[src/rtl/axis_image_vip_pkg.sv]
// Shared definitions for the image VIP stream blocks: default beat widths
// and the byte-lane keep helper used by the width converters.
package axis_image_vip_pkg;

    localparam int SOURCE_BYTES  = 1;
    localparam int SINK_BYTES    = 4;
    localparam int MAX_OUT_BYTES = 256;

    // Keep pattern for a single lane: IN_BYTES ones starting at byte cnt*IN_BYTES.
    function automatic logic [MAX_OUT_BYTES-1:0] lane_mask(input int cnt,
                                                          input int inBytes,
                                                          input int ratio);
        logic [MAX_OUT_BYTES-1:0] mask;
        mask = '0;
        if (cnt >= 0 && cnt < ratio) begin
            for (int b = 0; b < MAX_OUT_BYTES; b++) begin
                if (b >= cnt * inBytes && b < (cnt + 1) * inBytes) begin
                    mask[b] = 1'b1;
                end
            end
        end
        return mask;
    endfunction

endpackage

[src/rtl/axis_beat_packer_if.sv]
// Bundles both stream sides of the packer; slave is the packer's view,
// master is the view of the environment that feeds and drains it.
interface axis_beat_packer_if #(
    parameter int IN_BYTES = 1,
    parameter int RATIO    = 4
) ();

    localparam int IN_BITS   = IN_BYTES * 8;
    localparam int OUT_BYTES = IN_BYTES * RATIO;
    localparam int OUT_BITS  = OUT_BYTES * 8;

    logic [IN_BITS-1:0]   s_data;
    logic                 s_valid;
    logic                 s_ready;
    logic                 s_last;
    logic [OUT_BITS-1:0]  m_data;
    logic [OUT_BYTES-1:0] m_keep;
    logic                 m_valid;
    logic                 m_ready;
    logic                 m_last;

    modport slave (
        input  s_data, s_valid, s_last, m_ready,
        output s_ready, m_data, m_keep, m_valid, m_last
    );

    modport master (
        output s_data, s_valid, s_last, m_ready,
        input  s_ready, m_data, m_keep, m_valid, m_last
    );

endinterface

[src/rtl/axis_beat_packer_out_reg.sv]
// Single-entry registered output slot; a load always wins over a drain so
// back-to-back words flow without a bubble.
module axis_out_reg #(
    parameter int DATA_BITS = 32,
    parameter int KEEP_BITS = 4
) (
    input  logic                 clk_i,
    input  logic                 rst_i,
    input  logic                 load_i,
    input  logic [DATA_BITS-1:0] data_i,
    input  logic [KEEP_BITS-1:0] keep_i,
    input  logic                 last_i,
    input  logic                 ready_i,
    output logic                 valid_o,
    output logic [DATA_BITS-1:0] data_o,
    output logic [KEEP_BITS-1:0] keep_o,
    output logic                 last_o
);

    logic                 valid_q;
    logic [DATA_BITS-1:0] data_q;
    logic [KEEP_BITS-1:0] keep_q;
    logic                 last_q;

    always_ff @(posedge clk_i or posedge rst_i) begin
        if (rst_i) begin
            valid_q <= 1'b0;
            data_q  <= '0;
            keep_q  <= '0;
            last_q  <= 1'b0;
        end else if (load_i) begin
            valid_q <= 1'b1;
            data_q  <= data_i;
            keep_q  <= keep_i;
            last_q  <= last_i;
        end else if (valid_q && ready_i) begin
            valid_q <= 1'b0;
        end
    end

    assign valid_o = valid_q;
    assign data_o  = data_q;
    assign keep_o  = keep_q;
    assign last_o  = last_q;

endmodule

[src/rtl/axis_beat_packer.sv]
// Packs RATIO narrow stream beats into one wide beat; tlast flushes a
// partial word early with only the filled lanes marked in keep.
module axis_beat_packer
    import axis_image_vip_pkg::*;
#(
    parameter int IN_BYTES = SOURCE_BYTES,
    parameter int RATIO    = 4
) (
    input  logic               clk_i,
    input  logic               rst_i,
    axis_beat_packer_if.slave  bus
);

    localparam int IN_BITS   = IN_BYTES * 8;
    localparam int OUT_BYTES = IN_BYTES * RATIO;
    localparam int OUT_BITS  = OUT_BYTES * 8;
    localparam int CNT_W     = $clog2(RATIO);

    logic [CNT_W-1:0]     cnt_q, cnt_d;
    logic [OUT_BITS-1:0]  accData_q, accData_d, wordData;
    logic [OUT_BYTES-1:0] accKeep_q, accKeep_d, wordKeep;
    logic                 accept, complete, outValid;

    // Ready depends only on the output slot, never on the incoming beat.
    assign bus.s_ready = !outValid || bus.m_ready;
    assign accept      = bus.s_valid && bus.s_ready;
    assign complete    = accept && ((cnt_q == CNT_W'(RATIO - 1)) || bus.s_last);

    always_comb begin
        wordData = accData_q;
        wordData[int'(cnt_q) * IN_BITS +: IN_BITS] = bus.s_data;
        wordKeep = accKeep_q | OUT_BYTES'(lane_mask(int'(cnt_q), IN_BYTES, RATIO));
        cnt_d     = cnt_q;
        accData_d = accData_q;
        accKeep_d = accKeep_q;
        if (accept) begin
            if (complete) begin
                cnt_d     = '0;
                accData_d = '0;
                accKeep_d = '0;
            end else begin
                cnt_d     = cnt_q + CNT_W'(1);
                accData_d = wordData;
                accKeep_d = wordKeep;
            end
        end
    end

    always_ff @(posedge clk_i or posedge rst_i) begin
        if (rst_i) begin
            cnt_q     <= '0;
            accData_q <= '0;
            accKeep_q <= '0;
        end else begin
            cnt_q     <= cnt_d;
            accData_q <= accData_d;
            accKeep_q <= accKeep_d;
        end
    end

    axis_out_reg #(
        .DATA_BITS (OUT_BITS),
        .KEEP_BITS (OUT_BYTES)
    ) outReg (
        .clk_i   (clk_i),
        .rst_i   (rst_i),
        .load_i  (complete),
        .data_i  (wordData),
        .keep_i  (wordKeep),
        .last_i  (bus.s_last),
        .ready_i (bus.m_ready),
        .valid_o (outValid),
        .data_o  (bus.m_data),
        .keep_o  (bus.m_keep),
        .last_o  (bus.m_last)
    );

    assign bus.m_valid = outValid;

endmodule

[src/flat_wrapper.sv]
// flat-port wrapper written by rule: the top's interface ports become plain ports
module axis_beat_packer_flat import axis_image_vip_pkg::*;
#(
    parameter int IN_BYTES = SOURCE_BYTES,
    parameter int RATIO    = 4
)
  (clk_i, rst_i, bus_s_data, bus_s_valid, bus_s_last, bus_m_ready, bus_s_ready, bus_m_data, bus_m_keep, bus_m_valid, bus_m_last);
  axis_beat_packer_if #(.IN_BYTES(IN_BYTES), .RATIO(RATIO)) bus_i ();
  input  logic clk_i;
  input  logic rst_i;
  input wire logic [$bits(bus_i.s_data)-1:0] bus_s_data;
  input wire logic [$bits(bus_i.s_valid)-1:0] bus_s_valid;
  input wire logic [$bits(bus_i.s_last)-1:0] bus_s_last;
  input wire logic [$bits(bus_i.m_ready)-1:0] bus_m_ready;
  output wire logic [$bits(bus_i.s_ready)-1:0] bus_s_ready;
  output wire logic [$bits(bus_i.m_data)-1:0] bus_m_data;
  output wire logic [$bits(bus_i.m_keep)-1:0] bus_m_keep;
  output wire logic [$bits(bus_i.m_valid)-1:0] bus_m_valid;
  output wire logic [$bits(bus_i.m_last)-1:0] bus_m_last;
  assign bus_i.s_data = bus_s_data;
  assign bus_i.s_valid = bus_s_valid;
  assign bus_i.s_last = bus_s_last;
  assign bus_i.m_ready = bus_m_ready;
  assign bus_s_ready = bus_i.s_ready;
  assign bus_m_data = bus_i.m_data;
  assign bus_m_keep = bus_i.m_keep;
  assign bus_m_valid = bus_i.m_valid;
  assign bus_m_last = bus_i.m_last;
  axis_beat_packer #(.IN_BYTES(IN_BYTES), .RATIO(RATIO)) u_core (.clk_i(clk_i), .rst_i(rst_i), .bus(bus_i));
endmodule
[config.mk]
export PLATFORM = sky130hd
export DESIGN_NAME = axis_beat_packer_flat
export DESIGN_NICKNAME = d
export VERILOG_FILES = /design/src/rtl/axis_image_vip_pkg.sv /design/src/rtl/axis_beat_packer_if.sv /design/src/rtl/axis_beat_packer_out_reg.sv /design/src/rtl/axis_beat_packer.sv /design/src/flat_wrapper.sv
export SDC_FILE = /design/constraint.sdc
export NUM_CORES = 1
export LEC_CHECK = 0
export ABC_AREA = 1
export ABC_CLOCK_PERIOD_IN_PS = 3900
export CAP_MARGIN = 10
export CORE_MARGIN = 2
export CORE_UTILIZATION = 45
export CTS_CLUSTER_DIAMETER = 100
export DETAILED_ROUTE_END_ITERATION = 8
export GPL_TIMING_DRIVEN = 0
export MAX_ROUTING_LAYER = met4
export PLACE_DENSITY = 0.66
export RECOVER_POWER = 50
export SLEW_MARGIN = 20
export SYNTH_ARGS = -nofsm -noshare
export SYNTH_HDL_FRONTEND = slang
export SYNTH_SLANG_ARGS = --single-unit
[constraint.sdc]
create_clock -name clk_i -period 3.9 [get_ports clk_i]
set_input_delay 0.39 -clock clk_i [delete_from_list [all_inputs] [get_ports clk_i]]
set_output_delay 0.39 -clock clk_i [all_outputs]
set_load 0.05 [all_outputs]
### Yosys cells after proc, flatten, opt, wreduce, memory -nomap -nowiden

Index checks and enable logic that the tools add are counted.

| word-level totals | value |
|---|---|
| flip-flop bits (word level) | 76 |
| output and inout port bits | 39 |
| word-level logic and storage cells | 43 |

| cells by class | value |
|---|---|
| add/sub/neg operators | 3 |
| $lt $le $gt $ge | 8 |
| equality and inequality tests | 1 |
| shifts and indexed selects | 2 |
| multiplexer cells | 10 |
| bitwise logic cells | 1 |
| reduce and logical (&&, ||, !) cells | 11 |

Operator list:

| kind | count |
|---|---|
| negator 5 -> 33 bit | 1 |
| variable shift 8 x 33 -> 32 bit, first input constant | 1 |
| indexed part select 8 x 33 -> 32 bit | 1 |
| bitwise mux 32 bit | 1 |
| 2-to-1 mux 32 bit | 1 |
| logical AND 1 bit | 7 |
| < comparator 1 x 3 -> 1 bit, first input constant | 2 |
| < comparator 2 x 3 -> 1 bit, first input constant | 2 |
| 2-to-1 mux 1 bit | 6 |
| greater-or-equal comparator 1 x 2 -> 1 bit, first input constant | 2 |
| greater-or-equal comparator 2 bit, first input constant | 2 |
| 2-to-1 mux 4 bit | 1 |
| bitwise OR 4 bit | 1 |
| adder 2 x 1 -> 3 bit, second input constant | 1 |
| adder 2 x 1 -> 2 bit, second input constant | 1 |
| equality test 2 bit, second input constant | 1 |
| logical OR 1 bit | 2 |
| 2-to-1 mux 2 bit | 1 |
| nonzero test 2 bit | 1 |
| logical NOT 1 bit | 1 |

### Longest topological paths before layout

Gate-level depths: netlist (run 1).

| logic depth | value |
|---|---|
| depth in word-level cells | 6 |
| depth in mapped cells | 10 |

### Modules after synthesis

From an unflattened synthesis (run 1), not the netlist that was laid out.

| second synthesis, totals | value |
|---|---|
| cell total of the unflattened synthesis | 485 |
| area total of the unflattened synthesis | 3653.5 sq um |

Modules (own cells, without submodules):

| module | instances | cells each | area each (sq um) |
|---|---|---|---|
| axis_beat_packer | 1 | 323 | 2175.8 |
| axis_out_reg | 1 | 162 | 1477.7 |

### Worst setup path after synthesis (run 1)

No wires, ideal clock.

| timing path | value |
|---|---|
| kind | register to register |
| start | register u_core.outReg.valid_q, in the netlist u_core.outReg.valid_o |
| end | register u_core.outReg.data_q[0], in the netlist u_core.outReg.data_o[0] |
| arrival | 1540 ps |
| slack | 2242 ps |
| stages on the path, launching flop included | 7 |
| period minus slack after synthesis | 1658 ps |
| cells stage by stage | dfrtp_1 > nand2_2 > nand2_2 > nor2_4 > buf_4 > nand2_1 > nand2_1 |

| on the way | value |
|---|---|
| word-level cells in the longest chain between the ends | 4 |

RTL lines:

| what | RTL line | text |
|---|---|---|
| start: declaration | axis_beat_packer_out_reg.sv:20 | `logic valid_q;` |
| start signal: assignment | axis_beat_packer_out_reg.sv:27 | `valid_q <= 1'b0;` |
| start signal: assignment | axis_beat_packer_out_reg.sv:32 | `valid_q <= 1'b1;` |
| start signal: assignment | axis_beat_packer_out_reg.sv:37 | `valid_q <= 1'b0;` |
| logical NOT 1 bit | axis_beat_packer.sv:25 | `assign bus.s_ready = !outValid \|\| bus.m_ready;` |
| logical OR 1 bit | axis_beat_packer.sv:25 |  |
| via bus_s_ready | flat_wrapper.sv:15 | `output wire logic [$bits(bus_i.s_ready)-1:0] bus_s_ready;` |
| logical AND 1 bit | axis_beat_packer.sv:26 | `assign accept = bus.s_valid && bus.s_ready;` |
| logical AND 1 bit | axis_beat_packer.sv:27 | `assign complete = accept && ((cnt_q == CNT_W'(RATIO - 1)) \|\| bus.s_last);` |
| end signal: assignment | axis_beat_packer_out_reg.sv:33 | `data_q <= data_i;` |
| end: declaration | axis_beat_packer_out_reg.sv:21 | `logic [DATA_BITS-1:0] data_q;` |

The timed path passes the listed nets, and every way through them passes these cells.
A chain may end at the register's enable or synchronous reset.

### Worst setup path in the final report (run 1)

| timing path | value |
|---|---|
| start | register u_core.cnt_q[0] |
| end | register u_core.outReg.data_q[11], in the netlist u_core.outReg.data_o[11] |

| on the way | value |
|---|---|
| word-level cells in the longest chain between the ends | 3 |

RTL lines:

| what | RTL line | text |
|---|---|---|
| start: declaration | axis_beat_packer.sv:19 | `logic [CNT_W-1:0] cnt_q, cnt_d;` |
| start signal: assignment | axis_beat_packer.sv:55 | `cnt_q <= cnt_d;` |
| negator 5 -> 33 bit or equality test 2 bit (tied branches) | axis_beat_packer.sv:31, axis_beat_packer.sv:27 |  |
| indexed part select 8 x 33 -> 32 bit, or another cell as far along | axis_beat_packer.sv:31 | `wordData[int'(cnt_q) * IN_BITS +: IN_BITS] = bus.s_data;` |
| bitwise mux 32 bit or logical AND 1 bit (tied branches) | axis_beat_packer.sv:31, axis_beat_packer.sv:27 |  |

Several ways; a longest one is shown, not always the timed one.

==> run_results.csv, run 1 <==
group,metric,value,unit
floorplanning,die_h,93.66,um
finish,antenna_cells,0,
global_route,overflow,0,
sta,rsz0062_at_grt,"false",
cts,cts_setup_buffers,0,
setup_path,timing.rr.start,"u_core.cnt_q[0]",
yosys,yosysWarnings,0,
finish,multiInputGateArea,0.001518,mm^2
hold_path,worstHoldStart,"u_core.accKeep_q[3]",
sta,hold_viol,0,
yosys,syn_inst,483,
yosys,synth_area,0.003617,mm^2
sta,fin_skew,0.005989,ns
setup_path,arrival,2.55,ns
floorplanning,die_w,93.66,um
global_route,grt_max_degree,45,
finish,fillers,727,
floorplanning,core_area,0.007767,mm^2
cts,cts_tree,"built",
cts,holdBufCountCts,0,
yosys,yosys_register_bits,76,
global_route,grt_pass1_vias,2961,
pwr,leakagePower,0.002498,uW
place,placed_cell_area,0.004285,mm^2
sta,worst_pin_slew,1.551,ns
finish,drive_gt1_share,7.273,%
global_route,antenna_found_initial,0,
finish,stdcell_area,0.004474,mm^2
setup_path,worstSetupStartpoint,"u_core.cnt_q[0]",
finish,final_common_cell,"nand2_1",
sta,max-slew-margin-rel,-3.970,%
setup_path,timing_worst_setup_path_type,"flip-flop to flip-flop",
floorplanning,die-area,0.008771,mm^2
floorplanning,io_pins,52,
place,dp_hpwl,6.427,mm
yosys,syn_nets,504,
yosys,synth-seq-area-share,52.58,%
routing,via_count,3104,
sta,fmax,0.4340,GHz
sta,setup_viol,0,
cts,clkTransAtPathRegs,0.08,ns
cts,cts_max_level,3,
finish,area_growth,23.69,%
status,violations,"capacitance limit, slew limit",
floorplanning,num_rows,32,
cts,cts_buffers,9,
sta,layout_setup_ws,1.596,ns
hold_path,hp-class,"flip-flop to flip-flop",
setup_path,cp-start-kind,"flip-flop",
yosys,ys_types,18,
global_route,grt_pass1_wl,14.66,mm
cts,clk_path_buf_depth,2,
place,gp_congestion,0.8932,
finish,nets,567,
routing,post_drt_wl_per_cell,13.29,um
routing,wirelength,8.668,mm
job,maxCapViolations,1,
status,outcome,"finished with violations",
cts,root_buffer,"clkbuf_8",
routing,ant_nets,0,
place,pre_cts_slack,1.716,ns
global_route,grt.total_usage,22.24,%
cts,cts-resized-gates,0,
cts,clk_latency,0.35,ns
sta,fin_crit,2.304,ns
pwr,power_density,482.6,mW/mm^2
sta,finalMaxSlewViolations,33,
floorplanning,start_util,46.57,%
yosys,syn_area_per_cell,7.489,um^2
place,io_buffers,51,
routing,drc_errors,0,
setup_path,critPathRequiredTime,4.14,ns
routing,first_iter_violations,135,
setup_path,endpoint_kind,"flip-flop",
finish,seq_area,0.001902,mm^2
routing,first_pass_iters,5,
sta,tns,0,ns
setup_path,path_max_fanout,12,
finish,final_cell_mix,"295 x nand2_1, 76 x dfrtp_1, 47 x clkdlybuf4s50_1, 32 x nor2_1",
pwr,ir_drop,296.5,uV
sta,period_share,59.08,%
cts,cts_sinks,76,
routing,via_per_inst,4.761,
through the flow:
step | total power (uW) | hold slack (ns) | cells | util (%)
3_3_place_gp | 1529 | 0.4527 | 636 | 54.78
6_report | 2159 | 0.4714 | 652 | 57.60
4_1_cts | 2190 | 0.4096 | 652 | 57.83
5_1_grt | 2280 | 0.5029 | 652 | 57.60
2_1_floorplan | 1341 | 0.4309 | 483 | -
3_5_place_dp | 1543 | 0.4579 | 637 | 55.17
power by group:
part | internal (uW) | leakage, uW | switching, uW | total, uW
combinational | 178 | 0.00136 | 440 | 619
clock | 357 | 0.0000956 | 285 | 643
sequential | 855 | 0.00104 | 42.6 | 898
flip-flops by register name (all words and copies together), names as in the netlist:
name,cells
u_core.outReg.data_o,32
u_core.outReg.keep_o,4
u_core.accKeep_q,4
u_core.accData_q,32
u_core.outReg.valid_o,1
u_core.cnt_q,2
u_core.outReg.last_o,1
worst paths after layout:
check                                           end  cells after the start  slack [ns]
max                        u_core.outReg.data_o[11]                     10        1.60
min                             u_core.accKeep_q[3]                      2        0.47
max reg2reg                u_core.outReg.data_o[11]                     10        1.60
min reg2reg                     u_core.accKeep_q[3]                      2        0.47
max in group asynchronous      u_core.accData_q[23]                      3        2.24
min in group asynchronous   u_core.outReg.data_o[9]                      2        0.85
per-layer routing:
metal  routed length (um)  vias up  part of all wire (%)  track usage (%)
met1                 4187     1439                    48            30.69
met2                 4044       76                    47            34.29
met5                    0        -                     0                -
met3                  317       13                   3.7            3.371
li1                     -     1576                     -                -
met4                  119        0                   1.4            6.884
synth_stat cells (all sizes together):
cell type / number / area, um^2
o22ai: 1 / 6.260
buf: 16 / 95.09
nor2: 35 / 158.9
nor3: 3 / 15.01
dfrtp: 76 / 1902
inv: 22 / 82.58
nand2: 298 / 1129
ha: 8 / 100.1
nand3: 16 / 80.08
a21oi: 1 / 16.27
clkinv: 2 / 7.510
o21ai: 5 / 25.02
cell families after synthesis:
family / Yosys count / synth area share [%]
AND/OR/NAND/NOR: 352 / 38.22
buffers and inverters: 40 / 5.119
flip-flops: 76 / 52.58
adder cells (fa/ha/maj): 8 / 2.767
AO/OA/AOI/OAI: 7 / 1.315
area by class of cell:
class,count,area share [%]
flip-flops and latches,76,42.51
inverters,24,2.041
multi-input cells,367,33.92
repair buffers,52,12.02
well taps,102,2.852
clock buffers,11,2.936
plain buffers,16,2.041
clock inverters,4,1.678
worst max-delay path: stages (launching register included):
cell and delay (ns):
dfrtp_1 0.48, inv_1 0.37, ha_1 0.22, clkbuf_1 0.37, inv_1 0.25, nand2_1 0.14
nor2_1 0.08, nand2_1 0.10, nand2_1 0.07, nand2_1 0.06, nand2_1 0.04
No activity file was read; power rests on OpenSTA's default activity.
==> run 2: changes to the inputs <==
- ABC_CLOCK_PERIOD_IN_PS: 3900 -> 1900
- PLACE_DENSITY: 0.66 -> 0.69
- clock period: 3.9 -> 1.9 ns (I/O delays scaled with it)
==> run 2 against run 1 <==
Effect of this change:
- the flow now finishes without violations
- register-to-register slack got worse by 1.5 ns
- non-clock buffer count grew 1
- worst setup slack worse by 1.5 ns
- worst hold slack got worse by 0.11 ns
==> run_results.csv, run 2 (synthesis results as in run 1) <==
group,metric,value,unit
status,outcome,"finished clean",
finish,area_growth,23.56,%
sta,setup_viol,0,
finish,antenna_cells,0,
hold_path,hp-class,"input pin to async pin",
floorplanning,io_pins,52,
sta,fmax,0.5599,GHz
sta,fin_crit,1.786,ns
setup_path,path_max_fanout,3,
finish,final_common_cell,"nand2_1",
cts,cts_setup_buffers,0,
floorplanning,die-area,0.008771,mm^2
setup_path,arrival,1.60,ns
routing,first_pass_iters,4,
floorplanning,die_h,93.66,um
pwr,leakagePower,0.002508,uW
place,io_buffers,51,
setup_path,critPathTopFamily,"buffers and inverters",
pwr,power,4281,uW
cts,clk_path_buf_depth,2,
floorplanning,start_util,46.57,%
routing,wirelength,8.840,mm
floorplanning,die_w,93.66,um
place,pre_cts_slack,-0.1752,ns
sta,fin_skew,0.01013,ns
setup_path,timing_worst_setup_path_type,"flip-flop to output port",
setup_path,path_cells,"clkdlybuf4s50_1",
global_route,grt_pass1_vias,3057,
sta,max-slew-margin-rel,53.83,%
setup_path,cp_slowest_cell,"clkdlybuf4s50_1",
setup_path,cp-start-kind,"flip-flop",
global_route,antenna_found_initial,0,
sta,worst_pin_slew,0.6888,ns
finish,drive_gt1_share,9.636,%
finish,fillers,775,
place,dp_hpwl,6.524,mm
sta,finalMaxSlewViolations,0,
setup_path,worst-path-buf-inv,1,
global_route,grt_max_degree,34,
setup_path,endpoint_kind,"output port",
routing,drc_errors,0,
cts,cts_tree,"built",
sta,hold_viol,0,
global_route,grt.total_usage,23.08,%
global_route,grt_pass1_wl,15.19,mm
sta,rsz0062_at_grt,"false",
cts,cts_buffers,9,
routing,via_count,3138,
global_route,overflow,0,
finish,fin_cells,652,
sta,layout_setup_ws,0.1138,ns
finish,nets,568,
cts,clk_latency,0.34,ns
routing,via_per_inst,4.813,
routing,post_drt_wl_per_cell,13.56,um
cts,root_buffer,"clkbuf_8",
cts,cts_max_level,3,
cts,cts_sinks,76,
finish,final_cell_mix,"295 x nand2_1, 75 x dfrtp_1, 43 x clkdlybuf4s50_1, 29 x nor2_1, 16 x nand3_1",
setup_path,critPathRequiredTime,1.71,ns
floorplanning,num_rows,32,
job,maxCapViolations,0,
sta,hold_slack,0.3641,ns
place,gp_congestion,0.9035,
cts,clkTransAtPathRegs,0.08,ns
setup_path,critPathMaxStageDelay,0.83,ns
pwr,power_density,957.9,mW/mm^2
routing,ant_nets,0,
floorplanning,core_area,0.007767,mm^2
pwr,ir_drop,535.2,uV
routing,first_iter_violations,132,
place,placedCellCount,638,
sta,period_share,94.01,%
[run 2: cell count changes in the layout (fill, tap and decap cells not counted), sizes merged]
| cell | previous run | this run |
|---|---|---|
| clkbuf | 14 | 16 |
| dlygate4sd3 | 4 | 7 |
| buf | 14 | 15 |
| bufinv | 2 | 0 |
| clkdlybuf4s50 | 47 | 43 |
[run 2: metal layers]
layer	share of wire (%)	wire, um	global-route usage, %
met5	0	0	-
met4	0.41	36	6.884
met3	4.6	403	3.210
met2	48	4221	35.67
met1	47	4178	32.09
[run 2: repair_timing]
| item | CTS | global route |
|---|---|---|
| resized for setup | 3 | 6 |
| pin swaps | 0 | 1 |
| setup endpoints to repair | 32 | 53 |
| hold buffers | 0 | 0 |
[run 2: power by group]
| part | internal (uW) | switching, uW |
|---|---|---|
| clock | 564 | 570 |
| sequential | 1760 | 88.4 |
| combinational | 377 | 926 |
| total | 2700 | 1580 |
[run 2: final cells by class]
type | instances | area, um^2 | share of cell area [%]
Clock buffer | 12 | 165.2 | 3.695
Multi-Input combinational cell | 367 | 1535 | 34.35
Clock inverter | 2 | 10.01 | 0.2240
Timing Repair Buffer | 53 | 531.8 | 11.90
Inverter | 24 | 101.3 | 2.268
Tap cell | 102 | 127.6 | 2.856
Sequential cell | 76 | 1903 | 42.58
Buffer | 16 | 95.09 | 2.128
[run 2: metrics by stage]
stage	util, %	area, um^2	setup TNS (ns)
final	57.54	4469	0
after global routing	57.54	4469	0
after CTS	57.65	4478	0
after detailed placement	55.35	4299	-3.052
after global placement	54.83	4259	-7.169
after floorplan	-	3621	0
[run 2: final timing paths]
kind                                       startpoint                       end  slack (ns)  depth (start not counted)
worst max-delay path            u_core.outReg.valid_o               bus_m_valid        0.11                          1
worst min-delay path                            rst_i  u_core.outReg.data_o[10]        0.36                          2
worst max register to register        u_core.cnt_q[0]      u_core.accData_q[30]        0.12                         10
worst min register to register   u_core.outReg.last_o      u_core.outReg.last_o        0.48                          2
max in group asynchronous                       rst_i      u_core.accData_q[20]        0.42                          4
min in group clk_i                         bus_s_last      u_core.outReg.last_o        0.44                          3
